**src/rtl/comm_hybrid_link.sv**
```systemverilog
// rtl/comm_hybrid_link.sv - hybrid UART/SPI loopback link engine
// Sends one word per transaction over UART frames or SPI mode 0, deserialises the return line and reports match.
module comm_hybrid_link #(
   parameter int DATA_W       = 32,
   parameter int UART_BITS    = 8,
   parameter int CLKS_PER_BIT = 4,
   parameter int SPI_HALF     = 2,
   parameter int PARITY_EN    = 1
) (
   input  logic              i_clk,
   input  logic              i_rst,
   input  logic              i_start_valid,
   output logic              o_start_ready,
   input  logic              i_select,
   input  logic [DATA_W-1:0] i_data_in,
   output logic              o_uart_tx,
   input  logic              i_uart_rx,
   output logic              o_spi_cs_n,
   output logic              o_spi_sclk,
   output logic              o_spi_mosi,
   input  logic              i_spi_miso,
   output logic              o_done,
   output logic              o_data_match,
   output logic              o_parity_err,
   output logic [DATA_W-1:0] o_dataout
);

   localparam int NF         = DATA_W / UART_BITS;
   localparam int FRAME_BITS = UART_BITS + 2 + PARITY_EN;
   localparam int CW         = $clog2(CLKS_PER_BIT);
   localparam int BW         = $clog2(FRAME_BITS);
   localparam int FW         = (NF > 1) ? $clog2(NF) : 1;
   localparam int HW         = (SPI_HALF > 1) ? $clog2(SPI_HALF) : 1;
   localparam int SW         = $clog2(DATA_W + 1);

   localparam logic [CW-1:0] CLK_LAST      = CW'(CLKS_PER_BIT - 1);
   localparam logic [CW-1:0] CLK_MID       = CW'(CLKS_PER_BIT / 2);
   localparam logic [BW-1:0] BIT_LAST_DATA = BW'(UART_BITS);
   localparam logic [BW-1:0] BIT_STOP      = BW'(FRAME_BITS - 1);
   localparam logic [FW-1:0] FRAME_LAST    = FW'(NF - 1);
   localparam logic [HW-1:0] HALF_LAST     = HW'(SPI_HALF - 1);
   localparam logic [SW-1:0] SPI_BITS      = SW'(DATA_W);

   typedef enum logic [1:0] {
      S_IDLE,
      S_UART_XFER,
      S_SPI_XFER,
      S_CHECK
   } state_t;

   state_t            r_state;
   logic [CW-1:0]     r_clk_cnt;
   logic [BW-1:0]     r_bit_cnt;
   logic [FW-1:0]     r_frame_cnt;
   logic [HW-1:0]     r_half_cnt;
   logic [SW-1:0]     r_spi_bits;
   logic [DATA_W-1:0] r_tx_shift;
   logic [DATA_W-1:0] r_rx_shift;
   logic [DATA_W-1:0] r_sent_word;
   logic              r_tx_par;
   logic              r_rx_par;
   logic              r_parity_err_int;
   logic              r_framing_ok;
   logic              w_accept;

   assign w_accept = i_start_valid & o_start_ready;

   always_ff @(posedge i_clk) begin
      if (i_rst) begin
         r_state          <= S_IDLE;
         r_clk_cnt        <= '0;
         r_bit_cnt        <= '0;
         r_frame_cnt      <= '0;
         r_half_cnt       <= '0;
         r_spi_bits       <= '0;
         r_tx_shift       <= '0;
         r_rx_shift       <= '0;
         r_sent_word      <= '0;
         r_tx_par         <= 1'b0;
         r_rx_par         <= 1'b0;
         r_parity_err_int <= 1'b0;
         r_framing_ok     <= 1'b1;
         o_start_ready    <= 1'b1;
         o_uart_tx        <= 1'b1;
         o_spi_cs_n       <= 1'b1;
         o_spi_sclk       <= 1'b0;
         o_spi_mosi       <= 1'b0;
         o_done           <= 1'b0;
         o_data_match     <= 1'b0;
         o_parity_err     <= 1'b0;
         o_dataout        <= '0;
      end else begin
         o_done <= 1'b0;
         case (r_state)
            S_IDLE: begin
               if (w_accept) begin
                  r_tx_shift       <= i_data_in;
                  r_sent_word      <= i_data_in;
                  r_rx_shift       <= '0;
                  r_clk_cnt        <= '0;
                  r_bit_cnt        <= '0;
                  r_frame_cnt      <= '0;
                  r_half_cnt       <= '0;
                  r_spi_bits       <= '0;
                  r_rx_par         <= 1'b0;
                  r_parity_err_int <= 1'b0;
                  r_framing_ok     <= 1'b1;
                  o_start_ready    <= 1'b0;
                  if (i_select) begin
                     r_state    <= S_SPI_XFER;
                     o_spi_cs_n <= 1'b0;
                     o_spi_sclk <= 1'b0;
                     o_spi_mosi <= i_data_in[DATA_W-1];
                  end else begin
                     r_state   <= S_UART_XFER;
                     o_uart_tx <= 1'b0;
                     r_tx_par  <= ^i_data_in[UART_BITS-1:0];
                  end
               end
            end

            S_UART_XFER: begin
               // Receiver shares the transmit bit counter and samples mid-bit.
               if (r_clk_cnt == CLK_MID) begin
                  if (r_bit_cnt == '0) begin
                     r_rx_par <= 1'b0;
                     if (i_uart_rx != 1'b0) r_framing_ok <= 1'b0;
                  end else if (r_bit_cnt <= BIT_LAST_DATA) begin
                     r_rx_shift <= {i_uart_rx, r_rx_shift[DATA_W-1:1]};
                     r_rx_par   <= r_rx_par ^ i_uart_rx;
                  end else if (r_bit_cnt == BIT_STOP) begin
                     if (i_uart_rx != 1'b1) r_framing_ok <= 1'b0;
                  end else begin
                     if (i_uart_rx != r_rx_par) r_parity_err_int <= 1'b1;
                  end
               end

               if (r_clk_cnt == CLK_LAST) begin
                  r_clk_cnt <= '0;
                  if (r_bit_cnt == BIT_STOP) begin
                     r_bit_cnt <= '0;
                     if (r_frame_cnt == FRAME_LAST) begin
                        r_state   <= S_CHECK;
                        o_uart_tx <= 1'b1;
                     end else begin
                        r_frame_cnt <= r_frame_cnt + 1'b1;
                        o_uart_tx   <= 1'b0;
                        r_tx_par    <= ^r_tx_shift[UART_BITS-1:0];
                     end
                  end else begin
                     r_bit_cnt <= r_bit_cnt + 1'b1;
                     if (r_bit_cnt < BIT_LAST_DATA) begin
                        o_uart_tx  <= r_tx_shift[0];
                        r_tx_shift <= {1'b0, r_tx_shift[DATA_W-1:1]};
                     end else if ((PARITY_EN != 0) && (r_bit_cnt == BIT_LAST_DATA)) begin
                        o_uart_tx <= r_tx_par;
                     end else begin
                        o_uart_tx <= 1'b1;
                     end
                  end
               end else begin
                  r_clk_cnt <= r_clk_cnt + 1'b1;
               end
            end

            S_SPI_XFER: begin
               if (r_half_cnt == HALF_LAST) begin
                  r_half_cnt <= '0;
                  if (!o_spi_sclk) begin
                     o_spi_sclk <= 1'b1;
                     r_rx_shift <= {r_rx_shift[DATA_W-2:0], i_spi_miso};
                     r_spi_bits <= r_spi_bits + 1'b1;
                  end else begin
                     o_spi_sclk <= 1'b0;
                     if (r_spi_bits == SPI_BITS) begin
                        o_spi_cs_n <= 1'b1;
                        o_spi_mosi <= 1'b0;
                        r_state    <= S_CHECK;
                     end else begin
                        o_spi_mosi <= r_tx_shift[DATA_W-2];
                        r_tx_shift <= {r_tx_shift[DATA_W-2:0], 1'b0};
                     end
                  end
               end else begin
                  r_half_cnt <= r_half_cnt + 1'b1;
               end
            end

            S_CHECK: begin
               o_dataout     <= r_rx_shift;
               o_data_match  <= (r_rx_shift == r_sent_word) & ~r_parity_err_int & r_framing_ok;
               o_parity_err  <= r_parity_err_int;
               o_done        <= 1'b1;
               o_start_ready <= 1'b1;
               r_state       <= S_IDLE;
            end

            default: begin
               r_state       <= S_IDLE;
               o_start_ready <= 1'b1;
            end
         endcase
      end
   end

endmodule

```
**config.mk**
```make
export PLATFORM = sky130hd
export DESIGN_NAME = comm_hybrid_link
export DESIGN_NICKNAME = d
export VERILOG_FILES = /design/src/rtl/comm_hybrid_link.sv
export SDC_FILE = /design/constraint.sdc
export NUM_CORES = 1
export LEC_CHECK = 0
export ABC_AREA = 1
export BUFFER_PORTS_ARGS = -buffer_cell sky130_fd_sc_hd__clkbuf_2
export CAP_MARGIN = 20
export CORE_MARGIN = 3
export CORE_UTILIZATION = 55
export DETAILED_ROUTE_END_ITERATION = 12
export GPL_TIMING_DRIVEN = 0
export PLACE_DENSITY = 0.75
export SYNTH_ARGS = -nofsm -noshare
export SYNTH_HDL_FRONTEND = slang
export SYNTH_SLANG_ARGS = --single-unit
```
**constraint.sdc**
```tcl
create_clock -name i_clk -period 4.35 [get_ports i_clk]
set_clock_uncertainty 0.2 [all_clocks]
set_input_delay 0.87 -clock i_clk [delete_from_list [all_inputs] [get_ports i_clk]]
set_output_delay 0.87 -clock i_clk [all_outputs]
set_load 0.05 [all_outputs]
```
# After elaboration in Yosys (flattened, before gate mapping)
# Cells that the tools add are included.
[classes]
muxes = 91
addsub = 5
bitwise = 5
eq_ne = 35
reduce_logical = 26
magnitude_cmp = 2
[op_table]
columns = ["cell", "count"]
rows = [
  ["32-bit two-way mux", 13],
  ["32-bit one-hot mux with 3 select lines", 2],
  ["1-bit two-way mux", 42],
  ["2-bit != test, second input constant", 19],
  ["32-bit equality test", 1],
  ["7-bit AND reduction", 4],
  ["2-bit two-way mux", 13],
  ["1-bit one-hot mux with 2 select lines", 10],
  ["6-bit two-way mux", 3],
  ["4-bit AND reduction", 4],
  ["8-bit XOR reduction", 2],
  ["3-bit != test, second input constant", 5],
  ["4-bit two-way mux", 3],
  ["6-bit one-hot mux with 2 select lines", 1],
  ["6-bit AND reduction", 2],
  ["2-bit equality test, second input constant", 5],
  ["5-bit AND reduction", 2],
  ["4-bit equality test, second input constant", 2],
  ["2-bit one-hot mux with 2 select lines", 2],
  ["2-bit one-hot mux with 4 select lines", 1],
  ["4-bit one-hot mux with 2 select lines", 1],
  ["2-bit AND reduction", 4],
  ["8-bit AND reduction", 1],
  ["6-bit by 1-bit adder with 6-bit output, second input constant", 1],
  ["16 further kinds", 21],
]
[word_totals]
out_inout_bits = 40
ff_bits = 157
inputBits = 38

# Longest topological paths before layout
[logic_depth]
depth_word = 7
depth_mapped = 12
ltp_nobuf = 11

# Least setup slack after synthesis
# Ideal clock, no wire load.
[synth_path]
path_kind = "input to register"
startpoint = "in i_start_valid"
endpoint = "reg r_rx_shift[22]"
n_path_buf = 1
path_slack_ns = 2.193
path_stages = 8
arrival_time_ns = 1.825
setup_ns = 0.132
path_cell_list = "nand2_1 -> nand2_2 -> nand2_1 -> nor3_4 -> nand2_4 -> buf_6 -> nand2_1 -> a21oi_1"
[synth_between]
elab_chain_cells = 3
[synth_rtl]
columns = ["element", "line_no", "rtl"]
rows = [
  ["start, declared", "12", "input logic i_start_valid,"],
  ["1-bit AND", "66", "assign w_accept = i_start_valid & o_start_ready;"],
  ["2-bit != test (no line)", "-", ""],
  ["7-bit AND reduction (no line)", "-", ""],
  ["end signal, assigned", "129", "r_rx_shift <= {i_uart_rx, r_rx_shift[DATA_W-1:1]};"],
  ["end signal, assigned", "171", "r_rx_shift <= {r_rx_shift[DATA_W-2:0], i_spi_miso};"],
  ["end, declared", "58", "logic [DATA_W-1:0] r_rx_shift;"],
]
# No other way between the ends.
# A chain may end at the register's enable or synchronous reset.

==> summary.md <==
| Metric | Value |
|---|---|
| Status | completed |
| Most frequent cells in the layout | 185 x sky130_fd_sc_hd__nand2_1, 157 x sky130_fd_sc_hd__dfxtp_1, 147 x sky130_fd_sc_hd__a21oi_1 |
| Netlist Area Pre-Place | 7650 um^2 |
| Initial drt markers | 819 |
| Pins over their slew limit | 0 |
| Initial Util | 0.571 |
| Placed wire-length estimate after detailed placement | approximately 16 mm |
| Total number of clock tree sinks | around 160 |
| Maximum fanout along the worst path | 10 |
| Hold Startpoint | r_framing_ok |
| Minimum clock period | between 2 and 2.5 ns |
| TNS Setup | 0 ns |
| Most frequent standard cell in the layout excluding fill and tap cells | sky130_fd_sc_hd__nand2_1 |
| Via total after detailed routing | around 7500 |
| Clock buffers created by TritonCTS | 17 |
| Wirelength per Cell | between 15 and 20 um |
| Average footprint of a synthesized cell | 7.48 um^2 |
| RR Startpoint | r_state[0] |
| Area fraction of the dominant cell type after synthesis | 0.411 |
| Count of yosys warnings during synthesis | 0 |
| Worst hold path type | register to register |
| Via count of the first global-routing pass | between 6000 and 7000 |
| Maximum clock insertion buffer count | 2 |
| Worst Tran Pin Value | between 0.7 and 0.8 ns |
| Power per unit of standard cell area | between 700 and 800 nW/um^2 |
| Layout-stage area growth over the synthesis result | 15.3% |
| Number of endpoints failing setup at the final stage | 0 |
| Number of H-tree levels | 4 |
| Count of final hold-check violations | 0 |
| Clock-pin slew reported for the worst setup and hold paths after clock tree synthesis | 0.06 ns |
| Detail-routed via count per cell | around 5.8 |
| Number of antenna violations at the first check in global routing | 0 |
| Overall routing resource usage | 0.289 |
| Wirelength, routed | between 20 and 25 mm |
| CTS Root Buffer Type | sky130_fd_sc_hd__clkbuf_16 |
| Maximum number of pins on one net before global-route repair | 17 |
| Post-synth cell types | 40 |
| Max frequency | 409 MHz |
| Register bit total from synthesis | roughly 160 |
| Number of placed I/O pins | between 70 and 80 |
| Hold buffer count at cts | 0 |
| Period utilisation layout | 0.562 |
| Startpoint class of the critical path | input pin |
| Post-CTS setup buffers | 0 |
| Critical path class | input pin to register |
| Number of cells upsized or downsized after cts | 0 |
| Aggregate global routing overflow | 0 |
| Die extent in y | ~120 um |
| Part of the Yosys area used for sequential elements | 0.411 |
| Net total in the final layout | roughly 1200 |
| First-pass GRT wire length | around 35 mm |
| Core area | ~13000 um^2 |
| Number of instances in the synthesized netlist | ~1000 |
| Die Wd | around 120 um |
| Dominant cell type by area after synthesis | sky130_fd_sc_hd__dfxtp_1 |
| Fillcell total | roughly 1200 |
| Drt drc | 0 |
| Number of max-cap violations | 0 |
| Routability-driven placement congestion ratio | 0.900 |
| Ranking of synthesized cells by area | sky130_fd_sc_hd__dfxtp_1 41%, sky130_fd_sc_hd__a21oi_1 9.6%, sky130_fd_sc_hd__nand2_1 9.1% |
| Layout cell share with drive strength beyond 1 | 0.134 |
| Die Outline Area | roughly 15000 um^2 |
| Worst-Skew Late Latency | approximately 0.43 ns |
| Worst EP arrival | approximately 2.6 ns |
| First-pass detailed-route iteration total | 6 |
| Worst setup EP type | register |
| IR Drop Worst-Case VDD | between 0.0004 and 0.0005 V |
| Timing startpoint of the critical path | i_rst |
| Relative max-transition margin | 0.507 |
| Total chip power | about 6.6 mW |
| Count of standard-cell rows | 42 |
| Setup repair after global routing missed its margin | no |
| Req. time, crit path | ~4.5 ns |
| Number of nets with antenna violations after detailed routing | 0 |
| Count of input and output buffers | between 70 and 80 |
| Leakage Power | 3.63 nW |
| ANT cells | 0 |
| CTS tree | done |
| Number of nets in the synthesized netlist | between 1000 and 1500 |
per-layer routing:
layer / routed length [um] / GRT usage
met4: 482 / 0.0986
met3: 1420 / 0.0531
met2: 10100 / 0.459
met1: 9850 / 0.395
met5: 0 / 0
cell usage after synthesis:
library cell	number
sky130_fd_sc_hd__o21a_1	2
sky130_fd_sc_hd__nor2_2	3
sky130_fd_sc_hd__o211ai_1	1
sky130_fd_sc_hd__o22ai_1	58
sky130_fd_sc_hd__a21oi_2	1
sky130_fd_sc_hd__nor3b_1	1
sky130_fd_sc_hd__nor3_1	5
sky130_fd_sc_hd__a211oi_1	4
sky130_fd_sc_hd__nor3_2	1
sky130_fd_sc_hd__nand4_1	34
sky130_fd_sc_hd__xor2_1	22
sky130_fd_sc_hd__a221o_1	1
sky130_fd_sc_hd__inv_1	95
sky130_fd_sc_hd__nor2_8	1
sky130_fd_sc_hd__ha_1	9
sky130_fd_sc_hd__nand2_4	1
sky130_fd_sc_hd__dfxtp_1	157
sky130_fd_sc_hd__clkbuf_1	31
sky130_fd_sc_hd__nand2_2	2
sky130_fd_sc_hd__inv_2	5
sky130_fd_sc_hd__nand3b_1	2
sky130_fd_sc_hd__buf_1	10
sky130_fd_sc_hd__nor3_4	1
sky130_fd_sc_hd__clkinv_1	1
sky130_fd_sc_hd__nand3_2	1
sky130_fd_sc_hd__nor2_1	44
sky130_fd_sc_hd__nor2_4	1
sky130_fd_sc_hd__or2_1	1
sky130_fd_sc_hd__o21ai_1	31
sky130_fd_sc_hd__o21ai_2	1
sky130_fd_sc_hd__a21boi_0	2
sky130_fd_sc_hd__xnor2_1	19
sky130_fd_sc_hd__nand2_1	185
sky130_fd_sc_hd__o21ai_0	61
sky130_fd_sc_hd__buf_4	2
sky130_fd_sc_hd__buf_6	8
sky130_fd_sc_hd__a21oi_1	147
sky130_fd_sc_hd__buf_2	17
sky130_fd_sc_hd__mux2i_1	30
sky130_fd_sc_hd__nand3_1	25
worst max-delay path, cell delays in order:
cell and delay, ns:
sky130_fd_sc_hd__buf_2 0.16, sky130_fd_sc_hd__inv_1 0.12, sky130_fd_sc_hd__clkbuf_1 0.50, sky130_fd_sc_hd__clkbuf_1 0.55
sky130_fd_sc_hd__o21ai_0 0.23, sky130_fd_sc_hd__a21oi_1 0.15
sequential cells by signal, indices dropped and copies added, names as in the netlist, 2 cells and up:
register     count
r_frame_cnt      2
r_clk_cnt        2
o_dataout       32
r_spi_bits       6
r_tx_shift      32
r_state          2
r_rx_shift      32
r_bit_cnt        4
r_sent_word     32
kinds of logic after synthesis:
kind of cell             after synthesis  share of synthesized area
adder cells (fa/ha/maj)                9                     0.0147
AND/OR/NAND/NOR                      308                      0.178
flip-flops                           157                      0.411
buffers and inverters                169                     0.0945
XOR/XNOR                              41                     0.0469
AO/OA/AOI/OAI                        309                      0.216
multiplexers                          30                     0.0392
cell type report:
class	instances	area, um^2	area share
Multi-Input combinational cell	697	3790	0.429
Sequential cell	157	3140	0.356
Clock buffer	19	433	0.0490
Timing Repair Buffer	76	380	0.0431
Inverter	101	379	0.0429
Buffer	68	344	0.0390
Tap cell	176	220	0.0249
Clock inverter	13	140	0.0159
report_power, final:
group,leakage [nW],switching [mW],internal [mW]
clock,0.270,0.614,0.847
sequential,1.28,0.200,1.74
combinational,2.08,2.14,1.02
total,3.63,2.95,3.60
worst paths after layout:
path | slack (ns) | to | cells past startpoint
worst min-delay path | 0.26 | r_framing_ok | 2
worst max-delay path | 1.91 | o_dataout[12] | 6
worst min register to register | 0.26 | r_framing_ok | 2
worst max register to register | 1.95 | r_rx_shift[26] | 9
per-stage QoR:
stage               hold slack, ns   util  setup slack (ns)  instances  instance area [um^2]
CTS                          0.263  0.659              1.96       1307                  8830
finish                       0.262  0.659              1.91       1307                  8830
floorplan                    0.236      -              2.19       1023                  7650
global route                 0.293  0.659              1.83       1307                  8830
global placement             0.254  0.616              1.61       1275                  8250
detailed placement           0.254  0.616              1.59       1275                  8250
Note: power is estimated with default switching activity, not from simulation.
